File: src/rtl/hazard_pkg.sv
// hazard_pkg -- shared types and constants for the pipeline hazard controller.
//   state_t    : controller states (run, load-use stall, data-memory wait)
//   CNT_W      : width of the internal stall/wait down-counters
//   ZR_IDX_DEF : default index of the zero register (XZR)
package hazard_pkg;

    localparam int CNT_W      = 4;
    localparam int ZR_IDX_DEF = 31;

    typedef enum logic [1:0] {
        ST_RUN      = 2'd0,
        ST_LU_STALL = 2'd1,
        ST_MEM_WAIT = 2'd2
    } state_t;

endpackage

File: src/rtl/sat_counter.sv
// sat_counter -- free-running event counter that sticks at all-ones.
//   clk   : clock, rising edge
//   clr_n : synchronous active-low clear
//   en    : count this cycle
//   q     : current count
module sat_counter #(
    parameter int W = 32
) (
    input  logic         clk,
    input  logic         clr_n,
    input  logic         en,
    output logic [W-1:0] q
);

    always_ff @(posedge clk) begin
        if (!clr_n)
            q <= '0;
        else if (en && (q != {W{1'b1}}))
            q <= q + W'(1);
    end

endmodule

File: src/rtl/hazard_ctrl.sv
// hazard_ctrl -- LEGv8 5-stage pipeline control: per-stage register enables
// and bubble/flush strobes for load-use stalls, taken-branch flushes and
// multi-cycle data-memory waits.
//   CLOCK_50, reset (sync active-low)
//   id_*        : source registers / read flags of the ID instruction
//   ex_*        : EX instruction valid, load flag and destination
//   mem_access  : MEM instruction reads or writes data memory
//   branch_taken: branch resolved taken in MEM
//   *_en, *_flush: pipeline register controls (combinational)
//   stall_count, flush_count: performance counters
// Optional macro HAZARD_PERF_EN: when defined, stall_count/flush_count are
// live saturating counters; otherwise both are tied to zero.
module hazard_ctrl
    import hazard_pkg::*;
#(
    parameter int RA_W     = 5,
    parameter int ZR_IDX   = ZR_IDX_DEF,
    parameter int LU_STALL = 1,
    parameter int MEM_LAT  = 0
) (
    input  logic            CLOCK_50,
    input  logic            reset,
    input  logic [RA_W-1:0] id_rn,
    input  logic [RA_W-1:0] id_rm,
    input  logic            id_uses_rn,
    input  logic            id_uses_rm,
    input  logic            ex_valid,
    input  logic            ex_memRead,
    input  logic [RA_W-1:0] ex_rd,
    input  logic            mem_access,
    input  logic            branch_taken,
    output logic            pc_en,
    output logic            if_id_en,
    output logic            id_ex_en,
    output logic            ex_mem_en,
    output logic            mem_wb_en,
    output logic            if_id_flush,
    output logic            id_ex_flush,
    output logic            ex_mem_flush,
    output logic [31:0]     stall_count,
    output logic [31:0]     flush_count
);

    localparam logic [CNT_W-1:0] LU_INIT = CNT_W'(LU_STALL - 1);
    localparam logic [CNT_W-1:0] MW_INIT = CNT_W'(MEM_LAT);
    localparam logic [RA_W-1:0]  ZR      = RA_W'(ZR_IDX);
    localparam logic             WAIT_ON = (MEM_LAT > 0);

    state_t           state, state_nxt;
    logic [CNT_W-1:0] lu_cnt, lu_cnt_nxt;
    logic [CNT_W-1:0] mw_cnt, mw_cnt_nxt;
    logic             ret_lu, ret_lu_nxt;   // wait interrupted a load-use stall
    logic             done_flag, done_nxt;  // MEM instruction already waited
    logic             mw_rel;
    logic             lu, mem_trig;

    assign lu = ex_valid & ex_memRead & (ex_rd != ZR) &
                ((id_uses_rn & (id_rn == ex_rd)) | (id_uses_rm & (id_rm == ex_rd)));

    assign mem_trig = WAIT_ON & mem_access & ~done_flag & (state != ST_MEM_WAIT);

    always_ff @(posedge CLOCK_50) begin
        if (!reset) begin
            state     <= ST_RUN;
            lu_cnt    <= '0;
            mw_cnt    <= '0;
            ret_lu    <= 1'b0;
            done_flag <= 1'b0;
        end else begin
            state     <= state_nxt;
            lu_cnt    <= lu_cnt_nxt;
            mw_cnt    <= mw_cnt_nxt;
            ret_lu    <= ret_lu_nxt;
            done_flag <= done_nxt;
        end
    end

    always_comb begin
        state_nxt    = state;
        lu_cnt_nxt   = lu_cnt;
        mw_cnt_nxt   = mw_cnt;
        ret_lu_nxt   = ret_lu;
        mw_rel       = 1'b0;
        pc_en        = 1'b1;
        if_id_en     = 1'b1;
        id_ex_en     = 1'b1;
        ex_mem_en    = 1'b1;
        mem_wb_en    = 1'b1;
        if_id_flush  = 1'b0;
        id_ex_flush  = 1'b0;
        ex_mem_flush = 1'b0;

        case (state)
            ST_MEM_WAIT: begin
                {pc_en, if_id_en, id_ex_en, ex_mem_en, mem_wb_en} = '0;
                if (mw_cnt <= CNT_W'(1)) begin
                    // Release: resume an interrupted load-use stall if any.
                    state_nxt  = ret_lu ? ST_LU_STALL : ST_RUN;
                    ret_lu_nxt = 1'b0;
                    mw_cnt_nxt = '0;
                    mw_rel     = 1'b1;
                end else begin
                    mw_cnt_nxt = mw_cnt - CNT_W'(1);
                end
            end
            ST_RUN, ST_LU_STALL: begin
                if (mem_trig) begin
                    // Freeze everything; lu_cnt is kept for the resume.
                    {pc_en, if_id_en, id_ex_en, ex_mem_en, mem_wb_en} = '0;
                    state_nxt  = ST_MEM_WAIT;
                    mw_cnt_nxt = MW_INIT;
                    ret_lu_nxt = (state == ST_LU_STALL);
                end else if (branch_taken) begin
                    if_id_flush  = 1'b1;
                    id_ex_flush  = 1'b1;
                    ex_mem_flush = 1'b1;
                    state_nxt    = ST_RUN;
                    lu_cnt_nxt   = '0;
                end else if (state == ST_LU_STALL) begin
                    pc_en       = 1'b0;
                    if_id_en    = 1'b0;
                    id_ex_flush = 1'b1;
                    if (lu_cnt <= CNT_W'(1)) begin
                        state_nxt  = ST_RUN;
                        lu_cnt_nxt = '0;
                    end else begin
                        lu_cnt_nxt = lu_cnt - CNT_W'(1);
                    end
                end else if (lu) begin
                    pc_en       = 1'b0;
                    if_id_en    = 1'b0;
                    id_ex_flush = 1'b1;
                    if (LU_STALL > 1) begin
                        state_nxt  = ST_LU_STALL;
                        lu_cnt_nxt = LU_INIT;
                    end
                end
            end
            default: state_nxt = ST_RUN;
        endcase

        // The waited instruction leaves MEM on the first advancing cycle.
        done_nxt = mw_rel | (done_flag & ~mem_wb_en);

        if (!reset) begin
            {pc_en, if_id_en, id_ex_en, ex_mem_en, mem_wb_en} = '0;
            {if_id_flush, id_ex_flush, ex_mem_flush}          = '1;
        end
    end

`ifdef HAZARD_PERF_EN
    sat_counter #(.W(32)) u_stall_cnt (
        .clk   (CLOCK_50),
        .clr_n (reset),
        .en    (reset & ~pc_en),
        .q     (stall_count)
    );

    // ex_mem_flush is raised outside reset only when a branch is acted on.
    sat_counter #(.W(32)) u_flush_cnt (
        .clk   (CLOCK_50),
        .clr_n (reset),
        .en    (reset & ex_mem_flush),
        .q     (flush_count)
    );
`else
    assign stall_count = '0;
    assign flush_count = '0;
`endif

endmodule

File: config.mk
export PLATFORM = sky130hd
export DESIGN_NAME = hazard_ctrl
export DESIGN_NICKNAME = d
export VERILOG_FILES = /design/src/rtl/hazard_pkg.sv /design/src/rtl/sat_counter.sv /design/src/rtl/hazard_ctrl.sv
export SDC_FILE = /design/constraint.sdc
export NUM_CORES = 1
export LEC_CHECK = 0
export ABC_AREA = 1
export CAP_MARGIN = 20
export CELL_PAD_IN_SITES_DETAIL_PLACEMENT = 1
export CELL_PAD_IN_SITES_GLOBAL_PLACEMENT = 1
export CORE_UTILIZATION = 16
export DETAILED_ROUTE_END_ITERATION = 10
export PLACE_DENSITY_LB_ADDON = 0.1
export SLEW_MARGIN = 10
export SYNTH_ARGS = -nofsm -noshare
export SYNTH_HDL_FRONTEND = slang
export SYNTH_SLANG_ARGS = --single-unit
File: constraint.sdc
create_clock -name CLOCK_50 -period 1.1 [get_ports CLOCK_50]
set_input_delay 0.22 -clock CLOCK_50 [delete_from_list [all_inputs] [get_ports CLOCK_50]]
set_output_delay 0.22 -clock CLOCK_50 [all_outputs]
set_load 0.005 [all_outputs]
==> results of run 1 <==
kinds of logic after synthesis:
group	count (synthesis)
and+or+nand+nor	47
buffers and inverters	85
other	1
AOI/OAI and AO/OA	1
Yosys cell counts (all sizes together):
cell type  number  area share [%]
a21oi           1            0.65
nor3            1            0.65
buf            69              67
conb            1            0.48
nor2            8             4.2
nand2          34              17
nand3           4             2.6
inv            16             7.8
where the power goes:
| part | internal, mW | total, mW | switching [mW] |
|---|---|---|---|
| clock network | 0 | 0 | 0 |
| logic | 0.111 | 0.250 | 0.138 |
| registers | 0 | 0 | 0 |
cell type report:
type                            count  area [um^2]
Multi-Input combinational cell    112          457
Fill cell                         597         3630
Timing Repair Buffer               31          290
Tap cell                           52         65.1
Inverter                           16         65.1
cell usage in the layout (no fill, tap or decap), drive strengths merged:
| cell type | instances |
|---|---|
| a21oi | 1 |
| nand3 | 4 |
| clkdlybuf4s15 | 2 |
| inv | 16 |
| dlymetal6s2s | 1 |
| buf | 22 |
| conb | 64 |
| dlygate4sd2 | 5 |
| clkbuf | 1 |
| nor2 | 8 |
| nand2 | 34 |
| nor3 | 1 |
worst max-delay path, cell delays in order:
cell     delay (ps)
buf_8           100
nand2_1          60
nand2_1          50
nor2_1          120
nand3_1          80
nand2_1          80
nand3_1          70
nand2_1          70
inv_1            40
buf_2           120
worst paths after layout:
path | from | endpoint | slack, ps | cells after the start
setup / recovery | ex_rd[4] | pc_en | -140 | 10
hold / removal | branch_taken | if_id_flush | 740 | 4
layer usage:
metal / track usage, % / wire length (um) / share of wire [%]
met1: 5.43 / 523 / 34
met5: 0 / 0 / 0
met3: 0.141 / 147 / 9.5
met4: 0 / 0 / 0
met2: 10.6 / 881 / 57
stage by stage:
step | TNS [ps] | instances
6_report | -353 | 211
2_1_floorplan | 0 | 197
3_3_place_gp | -5270 | 210
4_1_cts | -474 | 211
3_5_place_dp | -5200 | 210
5_1_grt | -650 | 211
timing repair:
action / 4_1_cts / 5_1_grt
buffers inserted: 1 / 0
hold buffers: 0 / 0
setup endpoints to repair: 8 / 5
gates resized for setup: 116 / 10
pin swaps: 25 / 11
==> out/metrics.yaml, run 1 <==
status:
  status: "complete, but fails checks"
  violations: "negative setup slack"
synth:
  ys_seq_area_share_pct: 0
  syn_inst: 134
  synthAdderAreaFrac_pct: 0
  synth_xor_xnor_area_share_pct: 0
  synth_top_family_by_area: "buffers and inverters"
  muxShareOfSynthArea_pct: 0
  synth_compound_area_share_pct: 0.646
  syn-mean-instance-area_um2: 5.78
  ys_warn_count: 0
  synth.cell_area_um2: 774
  synth-simple-area-share_pct: 24.2
  yosysUniqueCellTypes: 11
finish:
  drive_gt1_share_pct: 26.4
  register_area_um2: 0
  finalNetCount: 184
  postLayoutCoreUtil_pct: 19.5
  insertedDiodeCount: 0
  seq_cells: 0
  design_area_um2: 877
  area_growth_pct: 13.2
  nClkBuffers: 0
global_routing:
  grt_pass1_vias: 466
  grt_pass1_wl_um: 2060
  antenna_found_initial: 0
  grt_start_max_net_pins: 7
  gr-usage-all-layers_pct: 4.86
  overflow: 0
timing:
  clock.fmax_mhz: 806
  fin_ws_ps: -140
  rsz0062_at_grt: "yes"
  fin_crit_sh_pct: 113
  holdWs_ps: 739
  drv_slew: 0
  fin_crit_ps: 1240
  hold_violations: 0
  setup_viol: 3
critical_path:
  required_ps: 880
  crit_type: "in2out"
  critPathCaptureType: "output pin"
  start_kind: "input port"
  arrival_ps: 1020
  path_max_fanout: 3
die:
  design.core.area_um2: 4500
  die_x_um: 71.6
  die_h_um: 71.6
  ios: 95
  dieArea_um2: 5120
  start_util_pct: 17.2
  fp-row-count: 24
drt:
  ant_nets: 0
  drc: 0
  wirelength_um: 1550
  drt-pass1-iter-count: 4
  via_count: 619
  wl_per_cell_um: 7.36
  drt-initial-drc-count: 9
  vias_per_cell: 2.93
place:
  placed_area_um2: 856
  dp_slack_ps: -976
  post-dp-hpwl_um: 1460
  io_buffers: 29
  place.gp.congestion: 0.700
pwr:
  power_density_nw_per_um2: 285
  total_power_mw: 0.250
  p_leak_nw: 0.579
  peakVddDrop_uv: 60.7
flow_run:
  cap_viol_max_count: 0
worst_hold_path:
  holdCritPathClass: "in2out"
No activity file was read; power rests on OpenSTA's default activity.
==> inputs of run 2 (changes only) <==
Settings changed: CORE_UTILIZATION 16 to 39, DONT_BUFFER_PORTS set to 1.
==> run 2 against run 1 <==
  * Cell area decreased by 32%
  * Critical endpoint is now if_id_en
  * The run now ends clean
  * Final cell count decreased by 27%
  * Largest power group unchanged
  * Flip-flop and latch count unchanged
  * Core utilization increased by 14 points
  * Sequential share of layout area unchanged
  * Worst setup slack improved by 190 ps
  * Non-clock buffer count decreased by 31
  * Critical path depth decreased by 1
  * Combinational power decreased by 41%
  * Routed wire length decreased by 23%
  * Largest cell class unchanged
  * Die area decreased by 58%
  * Critical path type unchanged
==> out/metrics.yaml, run 2 (synthesis gave the netlist of run 1 again) <==
status:
  status: "completed"
drt:
  wl_per_cell_um: 7.78  # +5.8%
  drc: 0  # unchanged
  vias_per_cell: 3.48  # +19%
  drt-pass1-iter-count: 3  # -1
  drt-initial-drc-count: 4  # -5
  wirelength_um: 1190  # -23%
  ant_nets: 0  # unchanged
  via_count: 533  # -14%
critical_path:
  path_max_fanout: 2  # -1
  crit_type: "in2out"
  max_stage_delay_ps: 120  # about the same
  start_kind: "input port"
  cp_slowest_cell: "nor2_1"
  arrival_ps: 830  # -190 ps
  required_ps: 880  # about the same
  crit_start: "id_rn[2]"
  critPathCaptureType: "output pin"
  worstPathCellList: "inv_8, nand2_2, nand2_1, nor2_1, nand3_1, nand2_2, nand3_2, nand2_1, inv_2"
finish:
  postLayoutCoreUtil_pct: 33.2  # +14 points
  area_growth_pct: -22.8
  seq_cells: 0  # unchanged
  design_area_um2: 598  # -32%
  drive_gt1_share_pct: 20.3  # -6.1 points
  register_area_um2: 0  # unchanged
  multi_input_area_um2: 480  # +5.2%
  final_cells: 153  # -27%
  final_common_cell: "conb_1"
  layout_common_cells: "conb_1, nand2_1, nand2_2"
  insertedDiodeCount: 0  # unchanged
  nClkBuffers: 0  # unchanged
  n_fill_cell: 287  # -52%
  finalNetCount: 153  # -17%
timing:
  setup_viol: 0  # -3
  clock.fmax_mhz: 954  # +18%
  fin_crit_ps: 1050  # -192 ps
  fin_ws_ps: 51.4  # +192 ps
  drv_slew: 0  # unchanged
  fin_crit_sh_pct: 95.3  # -17 points
  rsz0062_at_grt: "yes"
  hold_violations: 0  # unchanged
place:
  post-dp-hpwl_um: 1050  # -28%
  place.gp.congestion: 0.663  # -5.3%
  dp_slack_ps: 28.8  # +1000 ps
  io_buffers: 0  # -100%
  dp.cells: 153  # -27%
  placed_area_um2: 524  # -39%
global_routing:
  grt_pass1_vias: 395  # -15%
  grt_pass1_wl_um: 1520  # -26%
  antenna_found_initial: 0  # unchanged
  overflow: 0  # unchanged
  gr-usage-all-layers_pct: 9.08  # +4.2 points
  grt_start_max_net_pins: 7  # unchanged
clock_network:
  cts_setup_buffers: 0  # -1
  hold_buffers: 0  # unchanged
die:
  die_x_um: 46.6  # -35%
  start_util_pct: 43.0  # +26 points
  die_h_um: 46.6  # -35%
  fp-row-count: 15  # -38%
  dieArea_um2: 2170  # -58%
  design.core.area_um2: 1800  # -60%
  ios: 95  # unchanged
flow_run:
  cap_viol_max_count: 0  # unchanged
pwr:
  peakVddDrop_uv: 66.4  # +9.5%
  power_density_nw_per_um2: 248  # -13%
  total_power_mw: 0.148  # -41%
  p_leak_nw: 0.418  # -28%
worst_hold_path:
  hold_path.startpoint: "reset"
  holdCritPathClass: "in2out"
run 2: changes by cell type in the layout (fill, tap and decap cells not counted), moves of 2 or more:
| cell | delta |
|---|---|
| buf_6 | -10 |
| buf_2 | -7 |
| buf_8 | -3 |
| nand3_1 | -2 |
| dlygate4sd2_1 | -5 |
| inv_1 | -3 |
| nor2_1 | -3 |
| nor2_2 | +3 |
| inv_2 | +2 |
| buf_4 | -2 |
| nand3_2 | +2 |
run 2: timing repair:
action / 4_1_cts / 5_1_grt
endpoints found under the hold margin: 0 / 0
resized for setup: 0 / 31
setup endpoints to repair: 0 / 3
run 2: final timing paths:
| check | endpoint | slack [ps] | depth (start not counted) |
|---|---|---|---|
| worst max-delay path | if_id_en | 50 | 9 |
| worst min-delay path | id_ex_en | 440 | 0 |
run 2: area by class of cell:
type / instances / share of cell area, %
inverter: 16 / 14.4
multi-input combinational: 112 / 80.3
tap: 25 / 5.23
run 2: critical path: cells and delay by family:
family / cells / cell delay [ps]
buffers and inverters: 2 / 60
AND/OR/NAND/NOR: 7 / 560
run 2: per-stage QoR:
| stage | hold WS, ps | TNS, ps |
|---|---|---|
| after global placement | 440 | 0 |
| after CTS | 440 | 0 |
| after floorplan | 497 | 0 |
| final | 440 | 0 |
| after detailed placement | 440 | 0 |
| after global routing | 440 | -63.9 |
run 2: routing by layer:
layer  vias up  wire length [um]  part of all wire [%]  GRT usage [%]
met5         -                 0                     0              0
met4         0                 0                     0              0
met3         0               174                    15           1.18
met2        46               671                    56           17.2
met1       241               345                    29           11.3
li1        246                 -                     -              -
run 2: power by group:
part	internal [mW]	switching (mW)	total [mW]
clock	0	0	0
sequential	0	0	0
combinational	0.0406	0.108	0.148
